===== src/rtl/arb_defs.sv =====
// Shared definitions for the data-memory arbiter: owner encoding and the
// default starvation limit.
package arb_defs;

    localparam logic [1:0] OWN_NONE = 2'd0;
    localparam logic [1:0] OWN_CPU  = 2'd1;
    localparam logic [1:0] OWN_DSP  = 2'd2;

    localparam int STARVE_MAX_DEF = 4;

endpackage


===== src/rtl/dmem_arbiter_starve_counter.sv =====
// Saturating count of consecutive cycles the display lost the port to the CPU.
module starve_counter #(
    parameter int MAXV    = 4,
    parameter int CNTBITS = 4
) (
    input  logic i_clk,
    input  logic i_reset,
    input  logic i_clr,
    input  logic i_inc,
    output logic o_at_max
);

    localparam logic [CNTBITS-1:0] MAXC = CNTBITS'(MAXV);

    logic [CNTBITS-1:0] r_cnt;

    always_ff @(posedge i_clk) begin
        if (i_reset || i_clr)
            r_cnt <= '0;
        else if (i_inc && r_cnt != MAXC)
            r_cnt <= r_cnt + 1'b1;
    end

    assign o_at_max = (r_cnt == MAXC);

endmodule


===== src/rtl/dmem_arbiter.sv =====
// Shares the single dmemory port between the MIPS data port (fixed priority)
// and the display-scan read port, with a forced display grant on starvation.
module dmem_arbiter
    import arb_defs::*;
#(
    parameter int WIDTH      = 32,
    parameter int STARVE_MAX = STARVE_MAX_DEF,
    parameter int CNTBITS    = 4
) (
    input  logic             i_clk,
    input  logic             i_reset,
    input  logic             i_cpu_memread,
    input  logic             i_cpu_memwrite,
    input  logic [WIDTH-1:0] i_cpu_adr,
    input  logic [WIDTH-1:0] i_cpu_writedata,
    output logic [WIDTH-1:0] o_cpu_memdata,
    output logic             o_cpu_stall,
    input  logic             i_dsp_req,
    input  logic [WIDTH-1:0] i_dsp_adr,
    output logic             o_dsp_gnt,
    output logic             o_dsp_valid,
    output logic [WIDTH-1:0] o_dsp_rdata,
    output logic             o_mem_memwrite,
    output logic [WIDTH-1:0] o_mem_adr,
    output logic [WIDTH-1:0] o_mem_writedata,
    input  logic [WIDTH-1:0] i_mem_memdata
);

    logic             w_cpu_act;
    logic             w_at_max;
    logic [1:0]       w_owner;
    logic             r_dsp_valid;
    logic [WIDTH-1:0] r_dsp_rdata;

    assign w_cpu_act = i_cpu_memread | i_cpu_memwrite;

    // The display only beats an active CPU once it has lost STARVE_MAX times in a row.
    always_comb begin
        w_owner = OWN_NONE;
        if (!i_reset) begin
            if (i_dsp_req && (!w_cpu_act || w_at_max))
                w_owner = OWN_DSP;
            else if (w_cpu_act)
                w_owner = OWN_CPU;
        end
    end

    starve_counter #(
        .MAXV    (STARVE_MAX),
        .CNTBITS (CNTBITS)
    ) u_starve (
        .i_clk    (i_clk),
        .i_reset  (i_reset),
        .i_clr    ((w_owner == OWN_DSP) || !i_dsp_req),
        .i_inc    (i_dsp_req && (w_owner == OWN_CPU)),
        .o_at_max (w_at_max)
    );

    always_comb begin
        o_mem_adr      = '0;
        o_mem_memwrite = 1'b0;
        case (w_owner)
            OWN_CPU: begin
                o_mem_adr      = i_cpu_adr;
                o_mem_memwrite = i_cpu_memwrite;
            end
            OWN_DSP: o_mem_adr = i_dsp_adr;
            default: ;
        endcase
    end

    assign o_mem_writedata = (w_owner == OWN_DSP) ? '0 : i_cpu_writedata;
    assign o_cpu_memdata   = i_mem_memdata;
    assign o_dsp_gnt       = (w_owner == OWN_DSP);
    assign o_cpu_stall     = o_dsp_gnt && w_cpu_act;

    always_ff @(posedge i_clk) begin
        if (i_reset) begin
            r_dsp_valid <= 1'b0;
            r_dsp_rdata <= '0;
        end else begin
            r_dsp_valid <= o_dsp_gnt;
            if (o_dsp_gnt)
                r_dsp_rdata <= i_mem_memdata;
        end
    end

    assign o_dsp_valid = r_dsp_valid;
    assign o_dsp_rdata = r_dsp_rdata;

endmodule


===== config.mk =====
export PLATFORM = sky130hd
export DESIGN_NAME = dmem_arbiter
export DESIGN_NICKNAME = d
export VERILOG_FILES = /design/src/rtl/arb_defs.sv /design/src/rtl/dmem_arbiter_starve_counter.sv /design/src/rtl/dmem_arbiter.sv
export SDC_FILE = /design/constraint.sdc
export NUM_CORES = 1
export LEC_CHECK = 0
export BUFFER_PORTS_ARGS = -buffer_cell sky130_fd_sc_hd__clkbuf_2
export CAP_MARGIN = 20
export CORE_AREA = 2 2 104 106
export DETAILED_ROUTE_END_ITERATION = 7
export DIE_AREA = 0 0 106 108
export PLACE_DENSITY = 0.64
export REMOVE_ABC_BUFFERS = 1
export SETUP_SLACK_MARGIN = 0.5
export SLEW_MARGIN = 25
export SYNTH_ARGS = -nofsm -noshare
export SYNTH_HDL_FRONTEND = slang
export SYNTH_SLANG_ARGS = --single-unit

===== constraint.sdc =====
create_clock -name i_clk -period 5.3 [get_ports i_clk]
set_input_delay 1.06 -clock i_clk [delete_from_list [all_inputs] [get_ports i_clk]]
set_output_delay 1.06 -clock i_clk [all_outputs]
set_load 0.01 [all_outputs]

==> flow_summary_export.csv <==
group,metric,value,unit
logic_synthesis,syn_area,2320,um^2
power,p_sw_share,27.8,%
die,fp.dieW,106,um
sta,rsz0062_at_grt,"no",
sta,hold_slack,0.505,ns
drt,drt-initial-drc-count,103,
logic_synthesis,synth_ff_type,"dfxtp_1",
logic_synthesis,netlist_instances,285,
worst_setup_path,crit_fanout,35,
clock_network,htree_levels,2,
logic_synthesis,yosys.area_share.simple,22.9,%
power,combPwrFrac,25.7,%
die,start_util,22.7,%
logic_synthesis,yosys_warnings,0,
placed_design,pre_cts_ws,1.13,ns
logic_synthesis,synthAdderAreaFrac,2.70,%
clock_network,cts_resized,0,
worst_setup_path,reg2reg_depth,8,
worst_setup_path,regToRegSetupSlack,2.74,ns
global_route,grt_max_degree,36,
flow_run,cap_violations,0,
placed_design,dp.cells,634,
die,ios,265,
power,p_sw,0.201,mW
logic_synthesis,synth_top_family_by_area,"simple AND/OR/NAND/NOR gates",
placed_design,placed_area,3500,um^2
clock_network,clk_path_buf_depth,2,
worst_setup_path,critPathRequiredTime,4.24,ns
worst_setup_path,path_cells,"clkbuf_2 > nor2_1 > o21ai_0 > inv_1 > ha_2 > buf_4 > a22oi_1 > nor2_1 > clkbuf_2",
die,fp.dieArea,11400,um^2
final_layout,nFillCells,1116,
placed_design,dp_hpwl,8.00,mm
global_route,overflow,0,
sta,finalCritPeriodShare,78.0,%
global_route,grt_usage,15.3,%
die,chipHeight,108,um
drt,viasPerCell,4.41,
logic_synthesis,synth-seq-cells,37,
drt,met1_length,3.58,mm
global_route,antenna_found_initial,1,
worst_setup_path,timing.rr.start,"u_starve.r_cnt[0]",
worst_setup_path,reg2reg_to,"u_starve.r_cnt[3]",
worst_setup_path,slowest_stage,"ha_2",
logic_synthesis,async_flop_share,0,%
sta,tns,0,ns
power,vdd_drop_max,0.164,mV
clock_network,cts-buffers-inserted,5,
final_layout,seq_area,741,um^2
final_layout,layout-drive-gt1-share,55.5,%
clock_network,postCtsSetupBuffers,0,
drt,first_pass_iters,4,
drt,dr.max_layer_used,"met5",
clock_network,cts.clk_slew.worst_paths,0.07,ns
sta,max_freq,242,MHz
sta,final_hold_viol_count,0,
sta,setup_ws,1.16,ns
clock_network,cts.sinks,37,
final_layout,multi_input_area,1230,um^2
worst_setup_path,arrival,3.08,ns
logic_synthesis,muxShareOfSynthArea,13.8,%
worst_setup_path,crit_path_start_kind,"input pin",
logic_synthesis,synth_compound_area_share,13.2,%
global_route,grt_pass1_vias,2726,
drt,vias,2834,
power,power.leakage,1.90,nW
final_layout,stdcell_area,3620,um^2
worst_setup_path,slowest_delay,0.60,ns
die,fp-row-count,37,
logic_synthesis,yosysUniqueCellTypes,26,
power,cell_internal_pwr,0.522,mW
drt,route.met2.wl,4.90,mm
worst_setup_path,crit_start,"i_cpu_memwrite",
final_layout,diodes,0,
clock_network,postCtsHoldBufs,0,
drt,wl_per_cell,14.9,um
logic_synthesis,synth_edf_count,0,
placed_design,io_buffer_count,264,
worst_setup_path,cp-end-kind,"primary output",
worst_setup_path,cp-endpoint,"o_mem_adr[27]",
power,power_density,200,nW/um^2
power,seqPwrFrac,39.3,%
drt,postRouteAntennaNets,0,
drt,drcViolationCount,0,
power,clock_power_share,35.0,%
global_route,grt_first_pass_wirelength,13.8,mm
power,power.total,0.723,mW
logic_synthesis,syn_area_per_cell,8.14,um^2
logic_synthesis,synth_xor_area_share,0,%
sta,fin_crit,4.14,ns
worst_setup_path,path_class,"input pin to primary output",
final_layout,fin_util,35.4,%
sta,skew,0.00303,ns
sta,slew_viol_final,0,
placed_design,place.gp.congestion,0.868,
run_status,status,"finished clean",
final_layout,final_nets,643,
final_layout,syn_to_final_growth,56.0,%
drt,routed_wl,9.58,mm
clock_network,cts_tree,"done",
die,coreArea,10200,um^2
sta,max-slew-margin-rel,57.3,%
clock_network,clk_latency,0.29,ns
drt,wl_met3,885,um
clock_network,cts_root_buffer,"clkbuf_8",
sta,setup_viol_count_final,0,
logic_synthesis,yosysSeqAreaShare,31.9,%
sta,worst_slew_pin_slew,0.641,ns
min_path,hold_class,"register to register",
final_layout,stdcell_count,642,
## power by group through the flow
| stage | Clock (mW) | Sequential (mW) | Combinational (mW) |
|---|---|---|---|
| after floorplan | 0 | 0.292 | 0.0630 |
| after global placement | 0 | 0.291 | 0.187 |
| after global routing | 0.274 | 0.285 | 0.202 |
| after detailed placement | 0 | 0.291 | 0.187 |
| after CTS | 0.262 | 0.284 | 0.188 |
| final | 0.253 | 0.285 | 0.186 |
## Yosys cell counts (all sizes together), types with 3 or more instances
cell type | number | share of area [%]
o21ai | 4 | 0.86
a22oi | 32 | 10
dfxtp | 37 | 32
nor2 | 65 | 11
inv | 4 | 0.65
mux2i | 32 | 14
buf | 41 | 13
ha | 5 | 2.7
clkbuf | 14 | 2.3
nor2b | 35 | 9.4
a21boi | 3 | 0.97
## final cells by class
cell class	count	share of cell area, %
Timing Repair Buffer	268	37.3
Multi-Input combinational cell	189	33.9
Sequential cell	37	20.5
Tap cell	136	4.70
Clock buffer	7	2.39
Clock inverter	1	0.830
Inverter	4	0.415
## worst max-delay path, delay by kind of cell
| kind | cells | cell delay, ns |
|---|---|---|
| buffers and inverters | 4 | 0.81 |
| adder cells (fa/ha/maj) | 1 | 0.60 |
| AO/OA/AOI/OAI | 2 | 0.31 |
| AND/OR/NAND/NOR | 2 | 0.28 |
## layout by cell type, fill, tap and decap left out
master / netlist / final
inv_1: 4 / 4
nand2_2: 1 / 1
buf_4: 35 / 4
ha_1: 5 / 2
nor3b_2: 1 / 1
or3_1: 1 / 1
o21ai_0: 4 / 4
clkbuf_2: 1 / 264
or4_1: 1 / 1
a21boi_1: 2 / 2
and2_1: 1 / 1
clkbuf_8: 0 / 6
ha_2: 0 / 3
a211oi_1: 1 / 1
a22oi_1: 32 / 32
a21boi_0: 1 / 1
nor2_1: 65 / 65
o211ai_1: 1 / 1
clkbuf_1: 13 / 1
bufinv_16: 0 / 1
and3b_1: 1 / 1
o31ai_1: 1 / 1
dfxtp_1: 37 / 37
nand3_1: 2 / 2
mux2i_1: 32 / 32
or2_2: 1 / 1
nor2b_1: 35 / 35
nand2_1: 1 / 1
## cell families after synthesis
| logic type | after synthesis |
|---|---|
| AND/OR/NAND/NOR | 110 |
| buffers and inverters | 59 |
| AO/OA/AOI/OAI | 42 |
| flip-flops | 37 |
| multiplexers | 32 |
| adder cells (fa/ha/maj) | 5 |
## how the worst min path moves through the flow
stage / cells after the start / end / start / slack (ns)
3_3_place_gp: 2 / u_starve.r_cnt[3] / u_starve.r_cnt[3] / 0.47
6_report: 2 / o_dsp_rdata[17] / o_dsp_rdata[17] / 0.50
4_1_cts: 2 / o_dsp_rdata[9] / o_dsp_rdata[9] / 0.51
5_1_grt: 2 / o_dsp_rdata[29] / o_dsp_rdata[29] / 0.53
2_1_floorplan: 2 / u_starve.r_cnt[3] / u_starve.r_cnt[3] / 0.46
3_5_place_dp: 2 / o_dsp_rdata[15] / o_dsp_rdata[15] / 0.49
## layer usage
metal | GRT usage [%] | vias up
met1 | 16.3 | 1275
met3 | 3.68 | 13
met5 | 0 | -
met4 | 4.79 | 2
li1 | - | 1362
met2 | 29.7 | 182
## sequential cells by signal (all words and copies together), names as in the netlist
register	flops
u_starve.r_cnt	4
o_dsp_valid	1
o_dsp_rdata	32
Power figures use the tool's default switching activity.
